**src/rtl/roi_fetch_ctrl.sv**
```systemverilog
// roi_fetch_ctrl: waits for a complete camera frame, then streams an OUT_DIM x OUT_DIM
// subsampled region of interest out of the frame buffer with ready/valid backpressure.
module roi_fetch_ctrl #(
    parameter int H_ACTIVE    = 640,
    parameter int V_ACTIVE    = 480,
    parameter int OUT_DIM     = 28,
    parameter int STEP        = 10,
    parameter int TIMEOUT_CYC = 2000000
) (
    input  logic        pclk,
    input  logic        rst,
    input  logic        start,
    input  logic        capture_end,
    input  logic [9:0]  box_left,
    input  logic [9:0]  box_up,
    output logic        cap_en,
    output logic [18:0] fb_raddr,
    input  logic [7:0]  fb_rdata,
    input  logic        out_ready,
    output logic        out_valid,
    output logic [7:0]  out_data,
    output logic [9:0]  out_idx,
    output logic        busy,
    output logic        done,
    output logic        err
);
    typedef enum logic [2:0] {IDLE, ARM, WAIT_FRAME, READ, FLUSH, DONE} state_t;

    localparam int NS = OUT_DIM * OUT_DIM;
    localparam int TW = $clog2(TIMEOUT_CYC + 1);
    localparam int XW = $clog2(OUT_DIM + 1);

    state_t         state, nxt;
    logic [TW-1:0]  tcnt;
    logic [XW-1:0]  x;
    logic [9:0]     idx;
    logic [18:0]    col, row_base, left_q, raddr_q;
    logic           err_q, issue, in_range, waiting, timeout, last_col, last_smp;

    assign in_range = (32'(box_left) + 32'((OUT_DIM - 1) * STEP) < 32'(H_ACTIVE)) &&
                      (32'(box_up) + 32'((OUT_DIM - 1) * STEP) < 32'(V_ACTIVE));
    assign waiting  = state == ARM || state == WAIT_FRAME;
    assign timeout  = tcnt == TW'(TIMEOUT_CYC - 1);
    assign last_col = x == XW'(OUT_DIM - 1);
    assign last_smp = idx == 10'(NS - 1);

    always_ff @(posedge pclk) begin
        if (rst)
            state <= IDLE;
        else
            state <= nxt;
    end

    // A frame arriving on the timeout cycle still wins over the timeout.
    always_comb begin
        nxt = state;
        case (state)
            IDLE:       nxt = start && in_range ? ARM : IDLE;
            ARM:        nxt = capture_end ? WAIT_FRAME : timeout ? IDLE : ARM;
            WAIT_FRAME: nxt = capture_end ? READ : timeout ? IDLE : WAIT_FRAME;
            READ:       nxt = issue && last_smp ? FLUSH : READ;
            FLUSH:      nxt = DONE;
            DONE:       nxt = IDLE;
            default:    nxt = IDLE;
        endcase
    end

    always_comb begin
        cap_en   = !(state == READ || state == FLUSH || (state == WAIT_FRAME && capture_end));
        busy     = state != IDLE;
        done     = state == DONE;
        err      = err_q;
        issue    = state == READ && out_ready;
        fb_raddr = issue ? row_base + col : raddr_q;
        out_data = out_valid ? fb_rdata : 8'd0;
    end

    always_ff @(posedge pclk) begin
        if (rst) begin
            err_q     <= 1'b0;
            tcnt      <= '0;
            out_valid <= 1'b0;
            out_idx   <= '0;
            raddr_q   <= '0;
            idx       <= '0;
            x         <= '0;
            col       <= '0;
            row_base  <= '0;
            left_q    <= '0;
        end else begin
            err_q     <= (state == IDLE && start && !in_range) || (waiting && !capture_end && timeout);
            tcnt      <= waiting ? tcnt + 1'b1 : '0;
            out_valid <= issue;
            if (state == IDLE && start) begin
                left_q   <= 19'(box_left);
                col      <= 19'(box_left);
                row_base <= 19'(32'(box_up) * 32'(H_ACTIVE));
                x        <= '0;
                idx      <= '0;
            end
            if (issue) begin
                out_idx  <= idx;
                raddr_q  <= fb_raddr;
                idx      <= idx + 1'b1;
                x        <= last_col ? '0 : x + 1'b1;
                col      <= last_col ? left_q : col + 19'(STEP);
                row_base <= last_col ? row_base + 19'(STEP * H_ACTIVE) : row_base;
            end
        end
    end
endmodule

```
**config.mk**
```make
export PLATFORM = sky130hd
export DESIGN_NAME = roi_fetch_ctrl
export DESIGN_NICKNAME = d
export VERILOG_FILES = /design/src/rtl/roi_fetch_ctrl.sv
export SDC_FILE = /design/constraint.sdc
export NUM_CORES = 1
export LEC_CHECK = 0
export CORE_ASPECT_RATIO = 1.1
export CORE_MARGIN = 5
export CORE_UTILIZATION = 35
export CTS_BUF_LIST = sky130_fd_sc_hd__clkbuf_4
export DETAILED_ROUTE_END_ITERATION = 6
export PLACE_DENSITY = 0.56
export SYNTH_ARGS = -nofsm -noshare
export SYNTH_HDL_FRONTEND = slang
export SYNTH_SLANG_ARGS = --single-unit
```
**constraint.sdc**
```tcl
create_clock -name pclk -period 6.4 [get_ports pclk]
set_input_delay 1.28 -clock pclk [delete_from_list [all_inputs] [get_ports pclk]]
set_output_delay 1.28 -clock pclk [all_outputs]
set_load 0.005 [all_outputs]
```
Word level (Yosys, flattened, before mapping)
Index checks and enable logic that the tools add are counted.
- bits in registers: 118
- input port bits: 33
- reduce and logical (&&, ||, !) cells: 21
- magnitude comparators: 2
- equal/unequal tests: 9
- bitwise operators: 1
- $mul: 1
- mux-type cells: 20
- $add $sub $neg: 8
- operator list (cell ; count):
    2-to-1 mux 19 bit ; 7
    adder 10 x 9 -> 11 bit, second input constant ; 2
    adder 21 x 1 -> 21 bit, second input constant ; 1
    equality test 21 bit, second input constant ; 1
    2-to-1 mux 10 bit ; 2
    adder 19 x 13 -> 19 bit, second input constant ; 1
    adder 19 bit ; 1
    adder 19 x 4 -> 19 bit, second input constant ; 1
    2-to-1 mux 5 bit ; 3
    one-hot mux 3 bit (5 select lines) ; 1
    multiplier 10 x 3 -> 12 bit, second input constant ; 1
    < comparator 11 x 10 -> 1 bit, second input constant ; 1
    < comparator 11 x 9 -> 1 bit, second input constant ; 1
    adder 10 x 1 -> 10 bit, second input constant ; 1
    equality test 10 bit, second input constant ; 1
    logical AND 1 bit ; 9
    2-to-1 mux 8 bit ; 1
    equality test 3 x 2 -> 1 bit, second input constant ; 2
    equality test 3 bit, second input constant ; 2
    2-to-1 mux 2 bit ; 3
    adder 5 x 1 -> 5 bit, second input constant ; 1
    equality test 5 bit, second input constant ; 1
    logical OR 1 bit ; 4
    equality test 3 x 1 -> 1 bit, second input constant ; 1
    other kinds (10) ; 13

Depth between registers and ports, before layout
Gate-level depths: netlist of run 1.
- depth in word-level cells: 6
- gate-level depth with buffers: 9

Worst setup path before layout of run 1
Ideal clock, no wire load.
- path kind: input port to output port
- from: input out_ready
- to: output fb_raddr[9]
- stages: 6
- data arrival time: 2394 ps
- path slack: 2726 ps
- required time: 5120 ps
- cells stage by stage: and4b_1 > clkbuf_1 > clkbuf_1 > buf_1 > nand2_1 > nand2_1
- cells in the longest elaborated chain, start to end: 2
- RTL lines (element ; RTL line ; text):
    start: declaration ; 19 ; input logic out_ready,
    logical AND 1 bit ; 73 ; issue = state == READ && out_ready;
    2-to-1 mux 19 bit ; 74 ; fb_raddr = issue ? row_base + col : raddr_q;
    end: declaration ; 17 ; output logic [18:0] fb_raddr,
Every way passes these cells.

Worst setup path after layout of run 1
- from: input out_ready
- to: output fb_raddr[3]
Same word-level chain as after synthesis.

==> impl_metrics.env, run 1 <==
export IMPL_status="complete, no violations"
export IMPL_powerDensity_mw_per_mm2=174
export IMPL_first_pass_iters=4
export IMPL_worst_path_stages=6
export IMPL_wl_met2_um=7260
export IMPL_synth_cells=788
export IMPL_port_buffers=74
export IMPL_end_kind="output pin"
export IMPL_hold_viol=0
export IMPL_vdd_ir_drop_max_mv=0.0850
export IMPL_crit_buf_inv=3
export IMPL_start_kind="primary input"
export IMPL_overflow=0
export IMPL_routed_top_layer="met4"
export IMPL_utilization_pct=41.7
export IMPL_cts_sinks=111
export IMPL_nNetsFinal=899
export IMPL_fillCellCount=1780
export IMPL_critical_path_class="primary input to output pin"
export IMPL_wl_per_cell_um=14.1
export IMPL_synth_most_common_cell="nand2_1"
export IMPL_timing_slew_headroom_pct=32.3
export IMPL_grt_antenna_before_repair=1
export IMPL_vias=5494
export IMPL_synth_nets=855
export IMPL_max_stage_delay_ps=690
export IMPL_numCtsBuffers=9
export IMPL_insertion_delay_ps=480
export IMPL_path_clk_slew_ps=160
export IMPL_cts_resized=0
export IMPL_worstPathRequired_ps=5120
export IMPL_crit_end="fb_raddr[3]"
export IMPL_synth_cell_area_sq_mm=0.00611
export IMPL_slew_violations=0
export IMPL_areaGrowthSynthToFinish_pct=16.6
export IMPL_crit_start="out_ready"
export IMPL_htreeDepth=3
export IMPL_die_width_um=136
export IMPL_synth_edf_count=0
export IMPL_routed_wl_um=15200
export IMPL_worst_slew_pin_slew_ps=1020
export IMPL_p_leak_nw=2.57
export IMPL_die_h_um=149
export IMPL_cts_root_buffer="clkbuf_4"
export IMPL_ant_nets=0
export IMPL_r2r_start="state[2]"
export IMPL_path_cells="clkdlybuf4s50_1 -> and4b_2 -> buf_4 -> nand2_1 -> nand2_1 -> clkdlybuf4s50_1"
export IMPL_finalClockSkew_ps=23.4
export IMPL_reg2reg_slack_ps=3930
export IMPL_yosysTopAreaCell="dfxtp_1"
export IMPL_setup_violations=0
export IMPL_grt_pass1_vias=5103
export IMPL_multi_input_comb_area_sq_mm=0.00366
export IMPL_hp_class="flip-flop to flip-flop"
export IMPL_critPathTopFamily="buffers and inverters"
export IMPL_dpl_hpwl_um=10700
export IMPL_grt_use_total_pct=15.3
export IMPL_wl_met3_um=662
export IMPL_cp_arrival_ps=3480
export IMPL_ys_types=58
export IMPL_postSynthAreaPerCell_sq_um=7.75
export IMPL_period_share_pct=74.4
export IMPL_ys_async_sr_fraction_pct=0
export IMPL_clock_path_buffers=2
export IMPL_synth_top_area_share_pct=36.4
export IMPL_start_util_pct=35.8
export IMPL_place_gp_congestion=0.808
export IMPL_synthTopCellsByCount="121 x nand2_1, 111 x dfxtp_1, 94 x nor2_1, 83 x a21oi_1, 39 x o21ai_0"
export IMPL_grt_first_pass_wirelength_um=25400
export IMPL_rows=50
export IMPL_post_dp_cell_area_sq_mm=0.00699
export IMPL_grt_max_degree=95
export IMPL_post_cts_buffers=0
export IMPL_rsz0062_at_grt="no"
export IMPL_ys_top_cells_by_area="dfxtp_1 36%, nand2_1 7.4%, a21oi_1 6.8%"
export IMPL_critPathSlowestCell="and4b_2"
export IMPL_r2r_cells=5
export IMPL_wl_met1_um=7150
export IMPL_cts_hold_buf=0
export IMPL_finalCriticalPeriod_ps=4760
export IMPL_die_area_sq_mm=0.0202
export IMPL_seqCellArea_sq_mm=0.00222
export IMPL_worstPathMaxFanout=29
export IMPL_stdcell_area_sq_mm=0.00712
export IMPL_drt_iter0_markers=275
export IMPL_yosysWarnings=0
export IMPL_ys_flop_type="dfxtp_1"
export IMPL_layout_drive_gt1_share_pct=3.46
export IMPL_synth_seq_cells=111
export IMPL_rr_endpoint="col[13]"
export IMPL_viasPerCell=5.13
export IMPL_core_area_sq_mm=0.0171
export IMPL_cts_tree="yes"
export IMPL_synth_seq_area_share_pct=36.4
export IMPL_drc=0
export IMPL_tns_ps=0
export IMPL_ios=75
export IMPL_maxCapViolations=0
export IMPL_fmax_ghz=0.210
==> how the worst min path moves through the flow <==
stage / from / slack (ps) / end / depth (start not counted)
floorplan: tcnt[0] / 420 / tcnt[0] / 1
global placement: tcnt[0] / 430 / tcnt[0] / 1
detailed placement: tcnt[0] / 440 / tcnt[0] / 1
CTS: out_idx[0] / 470 / out_idx[0] / 2
global route: left_q[0] / 480 / left_q[0] / 2
finish: left_q[8] / 470 / left_q[8] / 2
==> per-layer routing <==
metal	vias to the layer above	global-route usage, %
met5	-	0
met4	0	4.39
met3	7	2.77
met2	101	25.5
met1	2496	20.3
li1	2890	-
==> sequential cells by signal (all words and copies together), names as in the netlist <==
signal     count
err            1
tcnt          21
row_base      12
idx           10
col           19
raddr_q       19
left_q        10
x              5
state          3
out_idx       10
out_valid      1
==> worst register-to-register path, delay by kind of cell (launching register included) <==
family / cells / cell delay (ps)
DFF: 1 / 520
and+or+nand+nor: 2 / 1210
buffers and inverters: 1 / 320
AOI/OAI and AO/OA: 2 / 360
==> cell usage in the layout, fill, tap and decap left out, types with 15 or more instances in the layout <==
cell             Yosys  final
nand3_1             34     34
nor3_1              15     15
nor2_1              94     94
ha_1                33     33
xor2_1              23     23
dfxtp_1            111    111
nand2_1            121    121
clkdlybuf4s50_1      0     73
o21ai_0             39     39
a21oi_1             83     83
==> cell type report <==
class	instances	share of cell area (%)
Antenna cell	1	0.0351
Multi-Input combinational cell	623	51.4
Sequential cell	111	31.2
Tap cell	234	4.11
Clock inverter	6	0.773
Clock buffer	10	1.05
Timing Repair Buffer	80	11.0
Inverter	7	0.369
==> per-stage QoR <==
stage	hold slack, ps	setup slack [ps]	power [W]	cells
detailed placement	439	1620	0.000911	1055
floorplan	418	2730	0.000851	788
finish	468	1640	0.00124	1072
CTS	468	1620	0.00126	1071
global route	480	1420	0.00130	1072
global placement	433	1670	0.000912	1055
==> power breakdown <==
| part | internal [W] | switching (W) |
|---|---|---|
| Sequential | 0.000708 | 0.0000209 |
| Clock | 0.0000909 | 0.000251 |
| Combinational | 0.0000739 | 0.0000917 |
==> logic make-up after synthesis <==
family	count (synthesis)	synth area share (%)
buf+inv	54	3.65
simple gates	348	26.7
compound gates	194	19.2
other cells	1	0.0614
fa+ha+maj	34	7.09
mux	9	1.56
flops	111	36.4
xor+xnor	37	5.31
(Power assumes the default switching activity.)
==> run 2: changes to the inputs <==
clock period = 4.55 ns   (was 6.4 ns; I/O delays follow)
==> run 2 against run 1 <==
Against the previous run: count of clock-buffer cells in the layout is the same; design area grew 0.56%; final cell count grew 0.19%; highest routed layer unchanged; first-iteration DRC count grew 12%; clock power grew 46%; non-clock buffer count grew 3; sequential share of layout area shrank 0.17 points; wire length grew 2.0%; register-to-register slack lost 2000 ps; die area is the same.
==> impl_metrics.env, run 2 (synthesized netlist as in run 1, its figures left out) <==
export IMPL_start_util_pct=35.8
export IMPL_critical_path_class="flip-flop to output pin"
export IMPL_maxCapViolations=0
export IMPL_path_clk_slew_ps=170
export IMPL_post_cts_buffers=0
export IMPL_cts_sinks=111
export IMPL_rsz0062_at_grt="no"
export IMPL_drt_iter0_markers=307
export IMPL_setup_violations=0
export IMPL_end_kind="output pin"
export IMPL_ios=75
export IMPL_ant_nets=0
export IMPL_r2r_start="state[0]"
export IMPL_grt_max_degree=95
export IMPL_max_stage_delay_ps=460
export IMPL_areaGrowthSynthToFinish_pct=17.3
export IMPL_drc=0
export IMPL_top_regs="tcnt (21), col (19), raddr_q (19)"
export IMPL_final_common_cell="nand2_1"
export IMPL_cp_arrival_ps=3120
export IMPL_rr_endpoint="col[15]"
export IMPL_cts_resized=0
export IMPL_port_buffers=74
export IMPL_worst_slew_pin_slew_ps=1020
export IMPL_htreeDepth=3
export IMPL_clock_path_buffers=2
export IMPL_worstPathMaxFanout=5
export IMPL_tns_ps=0
export IMPL_period_share_pct=88.5
export IMPL_multi_input_comb_area_sq_mm=0.00366
export IMPL_regMostFlops="tcnt"
export IMPL_status="complete, no violations"
export IMPL_cp_common_cell="a21oi_1"
export IMPL_cts_hold_buf=0
export IMPL_finalClockSkew_ps=15.6
export IMPL_grt_antenna_before_repair=1
export IMPL_r2r_cells=7
export IMPL_viasPerCell=5.14
export IMPL_cts_root_buffer="clkbuf_4"
export IMPL_timing_slew_headroom_pct=32.2
export IMPL_vdd_ir_drop_max_mv=0.129
export IMPL_largest_reg_flops=21
export IMPL_fmax_ghz=0.248
export IMPL_timing_hold_ws_ps=464
export IMPL_dpl_hpwl_um=10900
export IMPL_seqCellArea_sq_mm=0.00222
export IMPL_finalCriticalPeriod_ps=4030
export IMPL_p_leak_nw=2.60
export IMPL_grt_pass1_vias=5225
export IMPL_core_area_sq_mm=0.0171
export IMPL_path_cells="ha_1 -> a21oi_1 -> a21oi_1 -> nor3_1 -> a21boi_1 -> xnor2_1 -> a21oi_1 -> clkdlybuf4s50_1"
export IMPL_worstHoldEndpoint="tcnt[0]"
export IMPL_slew_violations=0
export IMPL_overflow=0
export IMPL_fillCellCount=1783
export IMPL_grt_first_pass_wirelength_um=25600
export IMPL_vias=5515
export IMPL_nNetsFinal=902
export IMPL_numCtsBuffers=9
export IMPL_powerDensity_mw_per_mm2=246
export IMPL_start_kind="flip-flop"
export IMPL_layout_drive_gt1_share_pct=3.69
export IMPL_first_pass_iters=4
export IMPL_cts_tree="yes"
export IMPL_place_gp_congestion=0.815
export IMPL_min_from="tcnt[0]"
export IMPL_hold_viol=0
export IMPL_die_area_sq_mm=0.0202
export IMPL_critPathSlowestCell="dfxtp_1"
export IMPL_rows=50
export IMPL_worstPathRequired_ps=3640
export IMPL_insertion_delay_ps=480
export IMPL_holdPathStages=1
export IMPL_routed_wl_um=15500
export IMPL_hp_class="flip-flop to flip-flop"
export IMPL_mostFrequentLayoutCells="121 x nand2_1, 111 x dfxtp_1, 94 x nor2_1"
export IMPL_die_h_um=149
export IMPL_grt_use_total_pct=15.4
export IMPL_reg2reg_slack_ps=1900
export IMPL_die_width_um=136
export IMPL_wl_per_cell_um=14.4
==> run 2: changes by cell type in the layout (fill, tap and decap cells not counted), sizes merged <==
cell	change
bufinv	+1
buf	+3
inv	-2
==> run 2: layout make-up <==
class,count,area share (%)
Multi-Input combinational cell,623,51.2
Clock buffer,10,1.05
Antenna cell,1,0.0350
Inverter,7,0.367
Tap cell,234,4.09
Sequential cell,111,31.0
Clock inverter,5,0.839
Timing Repair Buffer,83,11.4
==> run 2: critical path, delay by kind of cell (launching register included) <==
kind | cells | cell delay (ps)
AOI/OAI and AO/OA | 4 | 680
DFF | 1 | 460
buffers and inverters | 1 | 460
and+or+nand+nor | 1 | 360
xor gates and xnor gates | 1 | 350
adders and majority gates | 1 | 330
==> run 2: worst max-delay path by stage <==
| stage | start | to | slack, ps | cells after the start |
|---|---|---|---|---|
| 3_5_place_dp | out_ready | fb_raddr[17] | 770 | 7 |
| 5_1_grt | row_base[9] | fb_raddr[16] | 300 | 8 |
| 4_1_cts | row_base[9] | fb_raddr[16] | 460 | 8 |
| 2_1_floorplan | box_up[1] | row_base[18] | 1510 | 9 |
| 3_3_place_gp | out_ready | fb_raddr[16] | 790 | 6 |
| 6_report | row_base[9] | fb_raddr[16] | 520 | 8 |
==> run 2: per-stage QoR <==
| stage | power [W] | worst slack, ps | cell area (sq um) | cells | util (%) |
|---|---|---|---|---|---|
| 2_1_floorplan | 0.00120 | 1510 | 6110 | 788 | - |
| 3_3_place_gp | 0.00129 | 787 | 7020 | 1058 | 41.1 |
| 3_5_place_dp | 0.00128 | 766 | 7020 | 1058 | 41.1 |
| 4_1_cts | 0.00180 | 462 | 7160 | 1073 | 41.9 |
| 5_1_grt | 0.00186 | 301 | 7160 | 1074 | 41.9 |
| 6_report | 0.00176 | 523 | 7160 | 1074 | 41.9 |
==> run 2: layer usage <==
metal | wire, um | GRT usage [%] | part of all wire, % | vias to the layer above
met5 | 0 | 0 | 0 | -
met4 | 129 | 3.53 | 0.83 | 0
met3 | 660 | 3.62 | 4.3 | 6
met2 | 7360 | 25.8 | 48 | 98
met1 | 7320 | 20.2 | 47 | 2516
li1 | - | - | - | 2895
==> run 2: power breakdown <==
group	switching (W)	leakage [nW]	internal, W
registers	0.0000302	0.900	0.000995
clock network	0.000326	0.0741	0.000173
logic	0.000132	1.62	0.000105
==> run 3: changes to the inputs <==
CORE_MARGIN = 8   (was 5)
==> run 3 against run 2 <==
Against the previous run: combinational power is essentially flat; clock power grew 9.2%; sequential share of layout area shrank 0.092 points; non-clock buffer count shrank 1; design area grew 0.30%; critical path depth is the same.
==> impl_metrics.env, run 3 (synthesized netlist as in run 1, its figures left out) <==
export IMPL_drt_iter0_markers=335
export IMPL_setup_ws_ps=599
export IMPL_maxCapViolations=0
export IMPL_nNetsFinal=901
export IMPL_rsz0062_at_grt="no"
export IMPL_place_gp_congestion=0.770
export IMPL_port_buffers=74
export IMPL_areaGrowthSynthToFinish_pct=17.6
export IMPL_core_area_sq_mm=0.0171
export IMPL_p_leak_nw=2.60
export IMPL_die_h_um=155
export IMPL_grt_use_total_pct=14.4
export IMPL_stdcell_area_sq_mm=0.00718
export IMPL_slew_violations=0
export IMPL_routed_wl_um=15700
export IMPL_top_regs="tcnt (21), col (19), raddr_q (19)"
export IMPL_hp_class="flip-flop to flip-flop"
export IMPL_cts_resized=0
export IMPL_vdd_ir_drop_max_mv=0.174
export IMPL_critPathSlowestCell="dfxtp_1"
export IMPL_timing_slew_headroom_pct=37.4
export IMPL_hold_viol=0
export IMPL_grt_antenna_before_repair=1
export IMPL_crit_start="row_base[13]"
export IMPL_die_area_sq_mm=0.0219
export IMPL_regMostFlops="tcnt"
export IMPL_htreeDepth=3
export IMPL_clock_path_buffers=2
export IMPL_vias=5514
export IMPL_cts_sinks=111
export IMPL_total_power_w=0.00181
export IMPL_period_share_pct=86.8
export IMPL_numCtsBuffers=9
export IMPL_first_pass_iters=4
export IMPL_worstPathMaxFanout=8
export IMPL_critical_path_class="flip-flop to output pin"
export IMPL_grt_pass1_vias=5183
export IMPL_worstPathRequired_ps=3640
export IMPL_largest_reg_flops=21
export IMPL_cts_hold_buf=0
export IMPL_layout_drive_gt1_share_pct=3.81
export IMPL_finalClockSkew_ps=21.4
export IMPL_mostFrequentLayoutCells="121 x nand2_1, 111 x dfxtp_1, 94 x nor2_1"
export IMPL_worst_path_stages=8
export IMPL_min_from="left_q[9]"
export IMPL_cts_tree="yes"
export IMPL_rows=50
export IMPL_post_dp_cell_area_sq_mm=0.00701
export IMPL_overflow=0
export IMPL_path_cells="ha_1 -> a21o_1 -> a211oi_1 -> a21oi_1 -> a21boi_1 -> xnor2_1 -> a21oi_1 -> clkdlybuf4s50_1"
export IMPL_timing_hold_ws_ps=467
export IMPL_fillCellCount=1804
export IMPL_ant_nets=0
export IMPL_setup_violations=0
export IMPL_drc=0
export IMPL_powerDensity_mw_per_mm2=252
export IMPL_end_kind="output pin"
export IMPL_path_clk_slew_ps=180
export IMPL_crit_buf_inv=1
export IMPL_grt_first_pass_wirelength_um=25900
export IMPL_viasPerCell=5.12
export IMPL_dp_slack_ps=656
export IMPL_final_common_cell="nand2_1"
export IMPL_reg2reg_slack_ps=2030
export IMPL_cp_common_cell="a21oi_1"
export IMPL_fmax_ghz=0.253
export IMPL_r2r_start="state[0]"
export IMPL_ios=75
export IMPL_worst_slew_pin_slew_ps=936
export IMPL_insertion_delay_ps=500
export IMPL_die_width_um=142
export IMPL_max_stage_delay_ps=510
export IMPL_wl_per_cell_um=14.5
export IMPL_crit_end="fb_raddr[16]"
export IMPL_cts_root_buffer="clkbuf_4"
export IMPL_critPathTopFamily="compound AO/OA/AOI/OAI gates"
export IMPL_finalCriticalPeriod_ps=3950
export IMPL_rr_endpoint="row_base[18]"
export IMPL_r2r_cells=7
export IMPL_tns_ps=0
export IMPL_start_kind="flip-flop"
export IMPL_grt_max_degree=53
export IMPL_dpl_hpwl_um=11200
export IMPL_status="complete, no violations"
export IMPL_post_cts_buffers=0
export IMPL_cp_arrival_ps=3040
export IMPL_start_util_pct=35.8
-- run 3: layout make-up --
cell class	count	area, sq um	area share [%]
diodes	5	12.5	0.174
clock buffers	9	67.6	0.941
clock inverters	7	86.3	1.20
inverters	7	26.3	0.366
multi-input cells	623	3660	51.0
flip-flops and latches	111	2220	30.9
well taps	234	293	4.08
repair buffers	82	811	11.3
-- run 3: routing by layer --
| layer | up-vias | global-route usage (%) | routed length [um] |
|---|---|---|---|
| li1 | 2893 | - | - |
| met1 | 2548 | 17.2 | 7220 |
| met2 | 65 | 24.9 | 7590 |
| met3 | 8 | 4.28 | 759 |
| met4 | 0 | 3.38 | 112 |
| met5 | - | 0 | 0 |
-- run 3: stage by stage --
step | cells | util [%]
after CTS | 1073 | 42.0
final | 1078 | 42.0
after detailed placement | 1057 | 41.1
after floorplan | 788 | -
after global placement | 1057 | 41.1
after global routing | 1078 | 42.0
-- run 3: report_power, final --
| part | total, W | switching (W) | internal [W] | leakage (nW) |
|---|---|---|---|---|
| clock | 0.000545 | 0.000365 | 0.000180 | 0.0810 |
| combinational | 0.000237 | 0.000132 | 0.000105 | 1.62 |
| sequential | 0.00102 | 0.0000292 | 0.000996 | 0.900 |
-- run 3: worst reg2reg max path: cells and delay by family (launching register included) --
family | cells | cell delay, ps
buffers and inverters | 2 | 550
AOI/OAI and AO/OA | 3 | 660
and+or+nand+nor | 2 | 700
DFF | 1 | 580
-- run 3: worst min-delay path by stage --
stage / slack (ps) / to / cells after the start
floorplan: 420 / tcnt[0] / 1
global placement: 430 / tcnt[0] / 1
detailed placement: 440 / tcnt[0] / 1
CTS: 470 / left_q[9] / 2
global route: 490 / out_idx[0] / 2
finish: 470 / left_q[9] / 2
==> variant 1: new RTL, config.mk and constraints of run 2 <==
`OUT_DIM`: 28 -> 14.
--- a/src/rtl/roi_fetch_ctrl.sv
+++ b/src/rtl/roi_fetch_ctrl.sv
@@ -3,7 +3,7 @@
 module roi_fetch_ctrl #(
     parameter int H_ACTIVE    = 640,
     parameter int V_ACTIVE    = 480,
-    parameter int OUT_DIM     = 28,
+    parameter int OUT_DIM     = 14,
     parameter int STEP        = 10,
     parameter int TIMEOUT_CYC = 2000000
 ) (
Function: changed (Yosys sat finds a counterexample within 4 cycles, from zero or initial values and one cycle with rst high).
==> variant 1 against run 2 <==
- highest routed layer unchanged
- synthesized area shrank 1.0%
- clock power is 6.6% lower
- sequential cell count fell by 1
- power is 1.4% lower
- routed wire length increased by 1.2%
- worst setup slack worse by 0.087 ns
- count of clock-buffer cells in the layout grew 1
- critical endpoint unchanged
- utilization fell by 0.25 points
- final area decreased by 0.96%
- sequential share of layout area about the same
==> variant 1: results (changes against run 2) <==
Synth
  – Post-synth net total: 843 (-1.4%)
  – Top post-synthesis cells by area: dfxtp_1 (36%), nand2_1 (7.3%), ha_1 (7.0%)
  – Syn Area/Cell: 7.80 µm² (+0.61%)
  – Seq/Total Area, Yosys: 36.4% (+0.053 points)
  – Post-synth top cells: nand2_1 (117), dfxtp_1 (110), nor2_1 (94)
  – Yosys warns: 0 (unchanged)
  – Post-synthesis mux area share: 0.683% (-0.87 points)
  – EDFF count, synth: 0 (unchanged)
  – Synth cell types: 61 (+5.2%)
  – Post-Synth Adder-Cell Area: 7.37% (+0.28 points)
  – Post-synthesis compound-gate area fraction: 19.8% (+0.58 points)
  – Synth Area in XOR/XNOR: 5.51% (+0.20 points)

Route
  – Router iterations before antenna repair: 4 (unchanged)
  – Routed wire length per instance: 14.7 µm (+1.9%)
  – DR DRC count: 0 (unchanged)
  – Initial DRC Count: 410 (+34%)
  – Routed WL: 15,700 µm (+1.2%)
  – Vias post-DR: 5,531 (+0.29%)

Placed design
  – Post-DP Area: 6970 µm² (-0.75%)
  – Final RePlAce weighted congestion: 0.826 (+1.4%)
  – Inst Count DP: 1,049 (-0.85%)
  – Dpl ws: 0.522 ns (-0.244 ns)
  – Final HPWL DP: 11,400 µm (+4.4%)

Power and ir drop
  – Cell internal pwr: 1220 µW (-3.9%)
  – VDD IR max: 0.000145 V (+12%)
  – P_leak: 0.00252 µW (-3.0%)

Final layout
  – Area of the multi-input gates: 3630 µm² (-0.82%)
  – Nets: 894 (-0.89%)
  – Final-layout fill cell count: 1,818 (+2.0%)
  – Fraction of layout cells with a size suffix above 1: 4.21% (+0.52 points)

GRT
  – Largest net degree at the start of global routing: 67 (-29%)
  – Initial antenna violation count: 1 (unchanged)
  – Vias in the first global route: 5,161 (-1.2%)
  – GRT Total Usage: 15.8% (+0.34 points)
  – First-pass GRT wire length: 25,800 µm (+0.84%)

Clocking
  – Setup Buffers After CTS: 0 (unchanged)
  – Worst-path clk slew: 0.17 ns (about the same)
  – Clk_lat worst skew: 0.50 ns (+0.02 ns)
  – Root Buffer: clkbuf_4
  – Cts bufs inserted: 9 (unchanged)

STA
  – Clock skew: 0.0197 ns (+0.00415 ns)
  – Worst-case headroom to the max-slew limit: 20.3% (-12 points)

Min path
  – Hold depth: 1 (unchanged)
  – Hold WC Path Type: register to register

Worst setup path
  – Critical Path Fanout Max: 5 (unchanged)
  – CP max-delay cell: dfxtp_1
  – Slowest Stage Delay on Critical Path: 0.51 ns (+0.05 ns)
  – Worst reg-to-reg path cell count: 5 (-2)
  – Worst path top cell family by delay: compound AO/OA/AOI/OAI gates
  – Crit path arrival time: 3.20 ns (+0.08 ns)

Outcome
  – Status: complete, no violations
[variant 1: cell types whose count changed after synthesis, sizes merged, moves of 5 or more]
cell / run 2 / this run
nor2b: 12 / 2
a2111oi: 0 / 5
and2: 12 / 20
clkbuf: 35 / 29
o21ai: 39 / 46
xnor2: 14 / 19
o211ai: 9 / 4
nand3: 34 / 28
[variant 1: cell families after synthesis]
logic type      Yosys count
fa+ha+maj                35
compound gates          197
simple gates            339
xor+xnor                 38
buf+inv                  51
mux                       4
other cells               1
flops                   110
[variant 1: routing by layer]
| metal | global-route usage, % | part of all wire, % | up-vias |
|---|---|---|---|
| li1 | - | - | 2847 |
| met1 | 20.9 | 46 | 2570 |
| met2 | 25.9 | 48 | 93 |
| met3 | 2.72 | 4.0 | 21 |
| met4 | 5.44 | 1.9 | 0 |
| met5 | 0 | 0 | - |
[variant 1: worst reg2reg max path: stages, from the launching register on]
cell and delay [ns]:
dfxtp_1 0.53, and4b_1 0.45, buf_4 0.31, nor2_1 0.92, o21ai_0 0.23, a21oi_1 0.16
[variant 1: area by class of cell]
type                       instances  area share, %
clock buffer                      11           1.16
multi-input combinational        614           51.2
clock inverter                     5          0.512
antenna                            1         0.0353
inverter                           9          0.476
tap                              234           4.13
sequential                       110           31.1
timing repair buffer              82           11.4
[variant 1: path summary, 6_finish.rpt]
path | start | end | slack, ns
max | row_base[8] | fb_raddr[16] | 0.44
min | tcnt[0] | tcnt[0] | 0.46
max reg2reg | state[2] | idx[4] | 1.90
min reg2reg | tcnt[0] | tcnt[0] | 0.46
[variant 1: power by group through the flow]
stage               sequential (µW)  combinational [µW]  clock (µW)
floorplan                      1030                 171           0
global placement               1040                 252           0
detailed placement             1040                 250           0
CTS                            1020                 252         484
global route                   1030                 280         529
finish                         1020                 249         466
==> variant 2: new RTL, flow settings as in run 2 <==
Made on the original files. Compare `idx` against `10'(NS - 1)` with >= in place of ==.
--- a/src/rtl/roi_fetch_ctrl.sv
+++ b/src/rtl/roi_fetch_ctrl.sv
@@ -42,7 +42,7 @@
     assign waiting  = state == ARM || state == WAIT_FRAME;
     assign timeout  = tcnt == TW'(TIMEOUT_CYC - 1);
     assign last_col = x == XW'(OUT_DIM - 1);
-    assign last_smp = idx == 10'(NS - 1);
+    assign last_smp = idx >= 10'(NS - 1);
 
     always_ff @(posedge pclk) begin
         if (rst)
Check against the original RTL: no difference found for any inputs over 4 cycles, from zero or initial values and one cycle with rst high; that may be too few to reach the edited logic, so the function may still have changed.
==> variant 2 against run 2 <==
- worst hold slack improved by 0.0030 ns
- sequential share of layout area decreased by 0.83 points
- combinational power increased by 6%
- sequential cell count unchanged
- worst setup slack got worse by 0.063 ns
- critical path depth decreased by 1
- power increased by 4.3%
- synthesized area increased by 2.5%
- first-iteration DRC count decreased by 5.2%
- final area increased by 2.8%
- routed wire length increased by 3.2%
==> variant 2: results (changes against run 2) <==
Outcome
  – Status: complete, no violations

GRT
  – Met3 global-route usage: 3.94% (+0.32 points)
  – Met2 usage: 26.4% (+0.57 points)
  – First-pass GRT wire length: 26,300 µm (+2.9%)
  – GRT Total Usage: 15.6% (+0.20 points)

STA
  – Slew @ Worst Pin: 1.07 ns (+0.0531 ns)

Synth
  – Synth Area in XOR/XNOR: 5.88% (+0.57 points)
  – Mapped Cells: 785 (-0.38%)
  – Synth cell types: 69 (+19%)
  – Post-synth top cells: nand2_1 (125), dfxtp_1 (111), a21oi_1 (81), nor2_1 (81), o21ai_0 (34)
  – Seq/Total Area, Yosys: 35.5% (-0.88 points)
  – Post-synthesis compound-gate area fraction: 21.3% (+2.1 points)
  – Post-synthesis mux area share: 1.56% (+0.0023 points)
  – Post-synth net total: 852 (-0.35%)

Power and ir drop
  – VDD IR max: 0.000183 V (+42%)
  – Comb. pwr: 252 µW (+6%)
  – P_leak: 0.00263 µW (+1.3%)
  – Cell internal pwr: 1290 µW (+1.6%)

Final layout
  – Post-Layout Cell Count: 1,083 (+0.84%)
  – Fraction of layout cells with a size suffix above 1: 5.45% (+1.8 points)

Placed design
  – Post-DP Area: 7200 µm² (+2.5%)
  – Final RePlAce weighted congestion: 0.834 (+2.4%)
  – Dpl ws: 0.603 ns (-0.163 ns)

Clocking
  – Clk_lat worst skew: 0.50 ns (+0.02 ns)

Route
  – Wire length on met3: 741 µm (+12%)
  – Met2 wire len: 7650 µm (+3.9%)
  – Initial DRC Count: 291 (-5.2%)
  – Detail-routed via count per cell: 5.22 (+1.7%)

Worst setup path
  – Critical Path Fanout Max: 8 (+3)
  – Crit path arrival time: 3.18 ns (+0.06 ns)
variant 2: critical path: stages (launching register included):
cell and delay [ns]:
dfxtp_1 0.53, ha_1 0.37, a2111oi_0 0.40, o21a_1 0.23, a21oi_1 0.08, mux2_2 0.32, a211oi_1 0.22, clkdlybuf4s50_1 0.53
variant 2: area by class of cell:
cell class / count / area (µm²)
clock buffer: 9 / 67.6
sequential: 111 / 2220
multi-input combinational: 624 / 3840
tap: 238 / 298
timing repair buffer: 83 / 806
inverter: 10 / 37.5
fill: 1851 / 10300
antenna: 1 / 2.50
clock inverter: 7 / 87.6
variant 2: final timing paths:
check	to	slack [ns]	depth (start not counted)	start
setup / recovery	fb_raddr[18]	0.46	7	row_base[13]
hold / removal	out_idx[3]	0.47	2	out_idx[3]
setup reg to reg	col[13]	1.73	6	state[1]
hold reg to reg	out_idx[3]	0.47	2	out_idx[3]
